**src/rtl/alu_accum_seq.sv**
```systemverilog
// Accumulator ALU with valid/ready capture and a shift-add multiplier.
// Optional macro ALU_SATURATE_EN: clamp overflowing results, never enter ERROR.
module alu_accum_seq #(
    parameter int WIDTH = 8
) (
    input  logic             clk,
    input  logic             rst,
    input  logic             on,
    input  logic             in_valid,
    output logic             in_ready,
    input  logic [1:0]       acc_sel,
    input  logic [2:0]       op,
    input  logic [WIDTH-1:0] a_in,
    input  logic [WIDTH-1:0] b_in,
    input  logic             err_clr,
    output logic [WIDTH-1:0] result,
    output logic             out_valid,
    output logic             ovf,
    output logic             error,
    output logic [1:0]       state
);

    typedef enum logic [1:0] {
        S_OFF   = 2'b00,
        S_READY = 2'b01,
        S_RUN   = 2'b10,
        S_ERROR = 2'b11
    } state_t;

    localparam logic [2:0] OP_AND  = 3'd0;
    localparam logic [2:0] OP_OR   = 3'd1;
    localparam logic [2:0] OP_NOT  = 3'd2;
    localparam logic [2:0] OP_XOR  = 3'd3;
    localparam logic [2:0] OP_ADD  = 3'd4;
    localparam logic [2:0] OP_SUB  = 3'd5;
    localparam logic [2:0] OP_MUL  = 3'd6;
    localparam logic [2:0] OP_PASS = 3'd7;

    localparam int CW = (WIDTH > 2) ? $clog2(WIDTH) : 1;
    localparam logic [CW-1:0] LAST = CW'(WIDTH - 1);

    state_t             r_state;
    state_t             w_state_nxt;
    logic [WIDTH-1:0]   r_acc;
    logic               r_ovf;
    logic               r_out_valid;
    logic [WIDTH-1:0]   r_a;
    logic [WIDTH-1:0]   r_b;
    logic [2:0]         r_op;
    logic [2*WIDTH-1:0] r_mcand;
    logic [2*WIDTH-1:0] r_prod;
    logic [CW-1:0]      r_cnt;

    logic [WIDTH-1:0]   w_a_sel;
    logic               w_accept;
    logic               w_done;
    logic [2*WIDTH-1:0] w_prod_nxt;
    logic [WIDTH:0]     w_sum;
    logic [WIDTH:0]     w_diff;
    logic [WIDTH-1:0]   w_res;
    logic               w_ovf;
    logic [WIDTH-1:0]   w_store;
    logic               w_err_go;
    logic               w_clr;

    assign w_accept = (r_state == S_READY) & on & in_valid;
    assign w_done   = (r_state == S_RUN) &
                      ((r_op != OP_MUL) | (r_cnt == LAST));

    // A operand source chosen at acceptance
    always_comb begin
        w_a_sel = r_acc;
        unique case (acc_sel)
            2'b01:   w_a_sel = a_in;
            2'b10:   w_a_sel = '0;
            default: w_a_sel = r_acc;
        endcase
    end

    // One shift-add step: add the shifted multiplicand when the current
    // multiplier bit (LSB of the right-shifting B copy) is set
    assign w_prod_nxt = r_prod + (r_b[0] ? r_mcand : '0);
    assign w_sum      = {1'b0, r_a} + {1'b0, r_b};
    assign w_diff     = {1'b0, r_a} - {1'b0, r_b};

    // Raw wrapped result and overflow flag of the op in flight
    always_comb begin
        w_res = '0;
        w_ovf = 1'b0;
        unique case (r_op)
            OP_AND:  w_res = r_a & r_b;
            OP_OR:   w_res = r_a | r_b;
            OP_NOT:  w_res = ~r_a;
            OP_XOR:  w_res = r_a ^ r_b;
            OP_ADD: begin
                w_res = w_sum[WIDTH-1:0];
                w_ovf = w_sum[WIDTH];
            end
            OP_SUB: begin
                w_res = w_diff[WIDTH-1:0];
                w_ovf = w_diff[WIDTH];
            end
            OP_MUL: begin
                w_res = w_prod_nxt[WIDTH-1:0];
                w_ovf = |w_prod_nxt[2*WIDTH-1:WIDTH];
            end
            OP_PASS: w_res = r_b;
            default: w_res = '0;
        endcase
    end

`ifdef ALU_SATURATE_EN
    assign w_store  = !w_ovf ? w_res :
                      (r_op == OP_SUB) ? {WIDTH{1'b0}} : {WIDTH{1'b1}};
    assign w_err_go = 1'b0;
    assign w_clr    = 1'b0;
`else
    assign w_store  = w_res;
    assign w_err_go = w_ovf;
    assign w_clr    = err_clr;
`endif

    // Control state register
    always_ff @(posedge clk or posedge rst) begin
        if (rst) r_state <= S_READY;
        else     r_state <= w_state_nxt;
    end

    // Next-state logic; on=0 in READY wins over a pending request
    always_comb begin
        w_state_nxt = r_state;
        unique case (r_state)
            S_OFF: begin
                if (on) w_state_nxt = S_READY;
            end
            S_READY: begin
                if (!on)          w_state_nxt = S_OFF;
                else if (in_valid) w_state_nxt = S_RUN;
            end
            S_RUN: begin
                if (w_done) begin
                    if (w_err_go) w_state_nxt = S_ERROR;
                    else if (!on) w_state_nxt = S_OFF;
                    else          w_state_nxt = S_READY;
                end
            end
            S_ERROR: begin
                if (w_clr)    w_state_nxt = S_READY;
                else if (!on) w_state_nxt = S_OFF;
            end
            default: w_state_nxt = S_READY;
        endcase
    end

    // Operand capture, multiplier iteration and result/flag update
    always_ff @(posedge clk or posedge rst) begin
        if (rst) begin
            r_acc       <= '0;
            r_ovf       <= 1'b0;
            r_out_valid <= 1'b0;
            r_a         <= '0;
            r_b         <= '0;
            r_op        <= '0;
            r_mcand     <= '0;
            r_prod      <= '0;
            r_cnt       <= '0;
        end else begin
            r_out_valid <= w_done;
            if (w_accept) begin
                r_a     <= w_a_sel;
                r_b     <= b_in;
                r_op    <= op;
                r_mcand <= {{WIDTH{1'b0}}, w_a_sel};
                r_prod  <= '0;
                r_cnt   <= '0;
            end else if (r_state == S_RUN && r_op == OP_MUL) begin
                r_prod  <= w_prod_nxt;
                r_mcand <= r_mcand << 1;
                r_b     <= r_b >> 1;
                r_cnt   <= w_done ? '0 : r_cnt + CW'(1);
            end
            if (w_done) begin
                r_acc <= w_store;
                r_ovf <= w_ovf;
            end else if (r_state == S_ERROR && w_clr) begin
                r_ovf <= 1'b0;
            end
        end
    end

    assign in_ready  = (r_state == S_READY) & on;
    assign state     = r_state;
    assign error     = (r_state == S_ERROR);
    assign result    = r_acc;
    assign out_valid = r_out_valid;
    assign ovf       = r_ovf;

endmodule
```
**config.mk**
```make
export PLATFORM = sky130hd
export DESIGN_NAME = alu_accum_seq
export DESIGN_NICKNAME = d
export VERILOG_FILES = /design/src/rtl/alu_accum_seq.sv
export SDC_FILE = /design/constraint.sdc
export NUM_CORES = 1
export LEC_CHECK = 0
export ABC_AREA = 1
export CAP_MARGIN = 10
export CORE_ASPECT_RATIO = 1.75
export CORE_MARGIN = 2
export CORE_UTILIZATION = 30
export CTS_CLUSTER_DIAMETER = 120
export DETAILED_ROUTE_END_ITERATION = 7
export PLACE_DENSITY = 0.46
export SYNTH_ARGS = -nofsm -noshare
export SYNTH_HDL_FRONTEND = slang
export SYNTH_SLANG_ARGS = --single-unit
```
**constraint.sdc**
```tcl
create_clock -name clk -period 2.8 [get_ports clk]
set_clock_uncertainty 0.1 [all_clocks]
set_input_delay 0.56 -clock clk [delete_from_list [all_inputs] [get_ports clk]]
set_output_delay 0.56 -clock clk [all_outputs]
set_load 0.03 [all_outputs]
```
-- Word level (Yosys, flattened, before mapping)
Index checks and enable logic that the tools add are counted.
- register bits: 66
- input port bits: 26
- logic and storage cells: 72
- $add $sub $neg: 4
- eq/ne operators: 18
- muxes and demuxes: 24
- bitwise operators: 8
- reduce and logical (&&, ||, !) cells: 8
- operator list (kind ; count):
    $mux W16 ; 5
    $pmux W8 S8 ; 1
    $add A16 B16 Y16 ; 1
    $mux W8 ; 2
    $pmux W8 S2 ; 1
    $eq A3 B3 Y1 const B ; 5
    $mux W2 ; 7
    $add A8 B8 Y9 ; 1
    $mux W3 ; 3
    $ne A3 B3 Y1 const B ; 3
    $sub A8 B8 Y9 ; 1
    $and A8 B8 Y8 ; 1
    $not A8 Y8 ; 1
    $or A8 B8 Y8 ; 1
    $pmux W2 S4 ; 1
    $reduce_or A8 Y1 ; 1
    $xor A8 B8 Y8 ; 1
    $eq A2 B2 Y1 const B ; 3
    $eq A3 B2 Y1 const B ; 2
    $eq A2 B1 Y1 const B ; 2
    $ne A2 B2 Y1 const B ; 2
    $reduce_and A4 Y1 ; 1
    $reduce_bool A2 Y1 ; 2
    $add A3 B1 Y3 const B ; 1
    other kinds (8) ; 13

-- Longest topological paths before layout
- word-level depth: 7
- gate-level depth with buffers: 21

-- Worst setup path after synthesis
No wires, ideal clock.
- path kind: register to register
- from: register r_b[0]
- to: register r_state[1], in the netlist state[1]
- data arrival time: 2.420 ns
- required time: 2.577 ns
- setup slack: 0.157 ns
- cell stages (with the launch flop): 22
- path buffers: 2
- period minus slack after synthesis: 2.643 ns
- cells stage by stage: dfrtp_1 buf_2 buf_1 nand2_1 inv_1 ha_1 inv_1 fa_1 inv_1 nand3_1 nand3_1 nand3_1 nand3_1 nand2_1 nand2_1 nand2_1 nor2_1 nand2_1 nand2_1 nand3_1 nand2_1 a21oi_1
- word-level cells in the longest chain between the ends: 7
- elaborated cells between the ends (all ways): 9
- classes of those cells: add/sub (3); mux (5); reduce/logical (1)
- RTL lines (item ; RTL line ; source):
    start: declaration ; 48 ; logic [WIDTH-1:0] r_b;
    start signal: assignment ; 171 ; r_b <= b_in;
    start signal: assignment ; 179 ; r_b <= r_b >> 1;
    $mux W16 ; 82 ; assign w_prod_nxt = r_prod + (r_b[0] ? r_mcand : '0);
    $add A16 B16 Y16 ; 82 ;
    $reduce_or A8 Y1 ; 105 ; w_ovf = |w_prod_nxt[2*WIDTH-1:WIDTH];
    $pmux W1 S3 * ; 90 ; unique case (r_op)
    $mux W2 * ; 142 ; if (w_err_go) w_state_nxt = S_ERROR;
    $mux W2 * ; 141 ; if (w_done) begin
    $pmux W2 S4 * ; 132 ; unique case (r_state)
    end signal: assignment ; 126 ; else r_state <= w_state_nxt;
    end: declaration ; 42 ; state_t r_state;
Every way passes the cells marked *; elsewhere a longest branch is shown, timed or not. The select of a mux whose other input is x is not followed.
A chain may end at the register's enable or synchronous reset.

-- Worst setup path after layout
- from: input on
- to: output in_ready
- word-level cells in the longest chain between the ends: 1
- RTL lines (item ; RTL line ; source):
    start: declaration ; 8 ; input logic on,
    $and A1 B1 Y1 ; 191 ; assign in_ready = (r_state == S_READY) & on;
    end: declaration ; 10 ; output logic in_ready,
No other way between the ends.

==> results.sh <==
export IMPL_worstSetupEndpointType="output pin"
export IMPL_insertion_delay_ns=0.34
export IMPL_dp_hpwl_mm=13.3
export IMPL_cp_common_cell="clkdlybuf4s50_1"
export IMPL_finalSetupViolCount=0
export IMPL_synth_edf_count=0
export IMPL_cts_buffers=9
export IMPL_antenna_found_initial=0
export IMPL_ys_types=45
export IMPL_fin_area_um2=6070
export IMPL_vdd_ir_drop_max_mv=0.440
export IMPL_yosys_area_top_type_share_pct=32.7
export IMPL_syn_num_nets=774
export IMPL_setup_tns_ns=0
export IMPL_drt_vias_per_instance=4.93
export IMPL_area_growth_syn_to_layout_pct=22.0
export IMPL_yosys_warnings=0
export IMPL_worst_ep_arrival_time_ns=2.06
export IMPL_slowest_delay_ns=0.71
export IMPL_grt_ovfl_total=0
export IMPL_hold_buffers=0
export IMPL_drt_pass1_iter_count=5
export IMPL_io_pins=40
export IMPL_fin_nets=816
export IMPL_globalRouteTotalUtil_pct=20.1
export IMPL_wl_mm=17.0
export IMPL_crit_fanout=4
export IMPL_hold_viol_final=0
export IMPL_clockBufferDepth=2
export IMPL_routedWlPerCell_um=17.4
export IMPL_rows=62
export IMPL_path_buf_inv=3
export IMPL_dpl_instance_area_um2=5650
export IMPL_synth_top_area_cell="dfrtp_1"
export IMPL_placed_cells=958
export IMPL_fmax_ghz=0.367
export IMPL_timing_slew_headroom_pct=52.3
export IMPL_syn_inst=703
export IMPL_crit_required_ns=2.14
export IMPL_ys_ff_latch=66
export IMPL_synthTopCellsByArea="dfrtp_1 (33%), nand2_1 (15%), ha_1 (11%), inv_1 (9.3%), o21ai_0 (5.7%)"
export IMPL_ant_nets=0
export IMPL_drc_errors=0
export IMPL_gp_congestion=0.902
export IMPL_grt_max_degree=67
export IMPL_worstRegToRegCells=13
export IMPL_crit_family="buffers and inverters"
export IMPL_clkTransAtPathRegs_ns=0.06
export IMPL_numPortBuffers=39
export IMPL_leakage_uw=0.00309
export IMPL_status="finished clean"
export IMPL_async_flop_share_pct=100
export IMPL_grt_pass1_vias=5030
export IMPL_hp_class="flop to flop"
export IMPL_drv_slew=0
export IMPL_reg2reg_from="r_b[0]"
export IMPL_start_kind="primary input"
export IMPL_startpoint="on"
export IMPL_synth_flop_cell="dfrtp_1"
export IMPL_max_cap_violations=0
export IMPL_rrSetupSlack_ns=0.20
export IMPL_synth_area_um2=4980
export IMPL_grt_pass1_wl_mm=26.8
export IMPL_fillCellCount=1776
export IMPL_final_cell_count_no_fill=974
export IMPL_drive_above_1_share_pct=7.47
export IMPL_die_area_um2=17700
export IMPL_worstSetupPathDepth=4
export IMPL_num_vias=4806
export IMPL_crit_chain="clkdlybuf4s50_1 > inv_1 > nor3_4 > clkdlybuf4s50_1"
export IMPL_min_period_ns=2.72
export IMPL_antenna_cells=0
export IMPL_power_density_nw_per_um2=1110
export IMPL_slowest_stage="clkdlybuf4s50_1"
export IMPL_synth_commonest_cells="nand2_1 (194), inv_1 (123), dfrtp_1 (65)"
export IMPL_cts_sinks=66
export IMPL_tightest_slew_ns=0.712
export IMPL_coreArea_um2=16400
export IMPL_clockRootBuffer="clkbuf_16"
export IMPL_yosysMostFrequentCell="nand2_1"
export IMPL_syn_area_per_cell_um2=7.08
export IMPL_period_share_pct=97.2
export IMPL_cts_tree="built"
export IMPL_die_y_um=174
export IMPL_criticalPathCategory="primary input to output pin"
export IMPL_endpoint="in_ready"
export IMPL_h_tree_depth=3
export IMPL_drt_iter0_drc=232
export IMPL_dieWidth_um=101
export IMPL_hold_slack_ns=0.385
export IMPL_reg2reg_to="result[4]"
export IMPL_start_util_pct=30.4
export IMPL_yosysSeqAreaShare_pct=33.2
export IMPL_postLayoutCoreUtil_pct=37.1
==> cell usage in the layout (no fill, tap or decap), types with 4 or more instances in the layout <==
cell type and instances:
o22ai_1 15, o21ai_0 55, clkdlybuf4s50_1 39, a221oi_1 6
a22oi_1 9, inv_1 122, nand2_1 193, ha_4 6
nor2_1 40, a22o_1 9, dfrtp_1 64, clkbuf_16 9
nand3_1 30, buf_4 7, nand4_1 7, ha_1 34
xor2_1 5, a21oi_1 34, a21boi_0 4, inv_2 5
==> per-stage QoR <==
stage | setup slack (ns) | power [uW]
floorplan | 0.157 | 4100
global placement | 0.102 | 5340
detailed placement | 0.0782 | 5360
CTS | 0.0778 | 6660
global route | -0.0120 | 7310
finish | 0.0779 | 6730
==> what timing repair did <==
action	CTS	global route
hold endpoints to repair	0	0
endpoints found under the setup margin	0	5
setup buffers	0	0
gates resized for setup	0	15
==> how the worst min path moves through the flow <==
| stage | from | to | slack (ns) | depth (start not counted) |
|---|---|---|---|---|
| after floorplan | r_cnt[0] | r_cnt[0] | 0.35 | 1 |
| after global placement | r_cnt[0] | r_cnt[0] | 0.37 | 1 |
| after detailed placement | r_prod[12] | r_prod[12] | 0.38 | 2 |
| after CTS | r_cnt[0] | r_cnt[0] | 0.39 | 1 |
| after global routing | r_cnt[0] | r_cnt[0] | 0.42 | 1 |
| final | r_cnt[0] | r_cnt[0] | 0.39 | 1 |
==> state kept, by name, indices dropped and copies added, names as in the netlist, 2 cells and up <==
name / count
r_a: 8
r_b: 8
r_cnt: 3
r_mcand: 16
r_op: 3
r_prod: 16
result: 8
state: 2
==> per-layer routing <==
metal,track usage [%],vias up,wire (um)
met2,38.1,103,9520
li1,-,2359,-
met4,8.90,0,713
met5,0,-,0
met3,2.77,37,495
met1,21.2,2307,6260
==> area by class of cell <==
| class | instances | area [um^2] | area share (%) |
|---|---|---|---|
| Timing Repair Buffer | 48 | 483 | 7.95 |
| Sequential cell | 66 | 1650 | 27.2 |
| Tap cell | 224 | 280 | 4.61 |
| Clock buffer | 9 | 225 | 3.71 |
| Inverter | 129 | 484 | 7.97 |
| Multi-Input combinational cell | 491 | 2850 | 46.8 |
| Clock inverter | 7 | 101 | 1.67 |
==> report_power, final <==
| part | leakage [uW] | internal, uW | switching [uW] |
|---|---|---|---|
| sequential | 0.000857 | 1360 | 408 |
| clock | 0.000153 | 788 | 481 |
| combinational | 0.00208 | 1350 | 2330 |
| total | 0.00309 | 3500 | 3220 |
==> worst reg2reg max path, stage by stage, from the launching register on <==
cell,delay (ns)
dfrtp_2,0.45
buf_12,0.17
ha_1,0.23
fa_1,0.42
a21oi_1,0.17
o21ai_0,0.13
inv_1,0.12
nand2_1,0.06
nand3_1,0.06
o21ai_0,0.16
nor4_1,0.20
o21ai_1,0.13
nand2_1,0.07
nand2_1,0.04
==> logic make-up (layout without fill, tap and decap cells) <==
| logic type | count (synthesis) | count (layout) | share of synthesized area [%] |
|---|---|---|---|
| AOI/OAI and AO/OA | 147 | 147 | 17.6 |
| xor gates and xnor gates | 7 | 7 | 1.23 |
| adders and majority gates | 45 | 45 | 11.8 |
| buffers and inverters | 146 | 193 | 11.6 |
| DFF | 66 | 66 | 33.2 |
| and+or+nand+nor | 292 | 292 | 24.7 |
(Power assumes the default switching activity.)
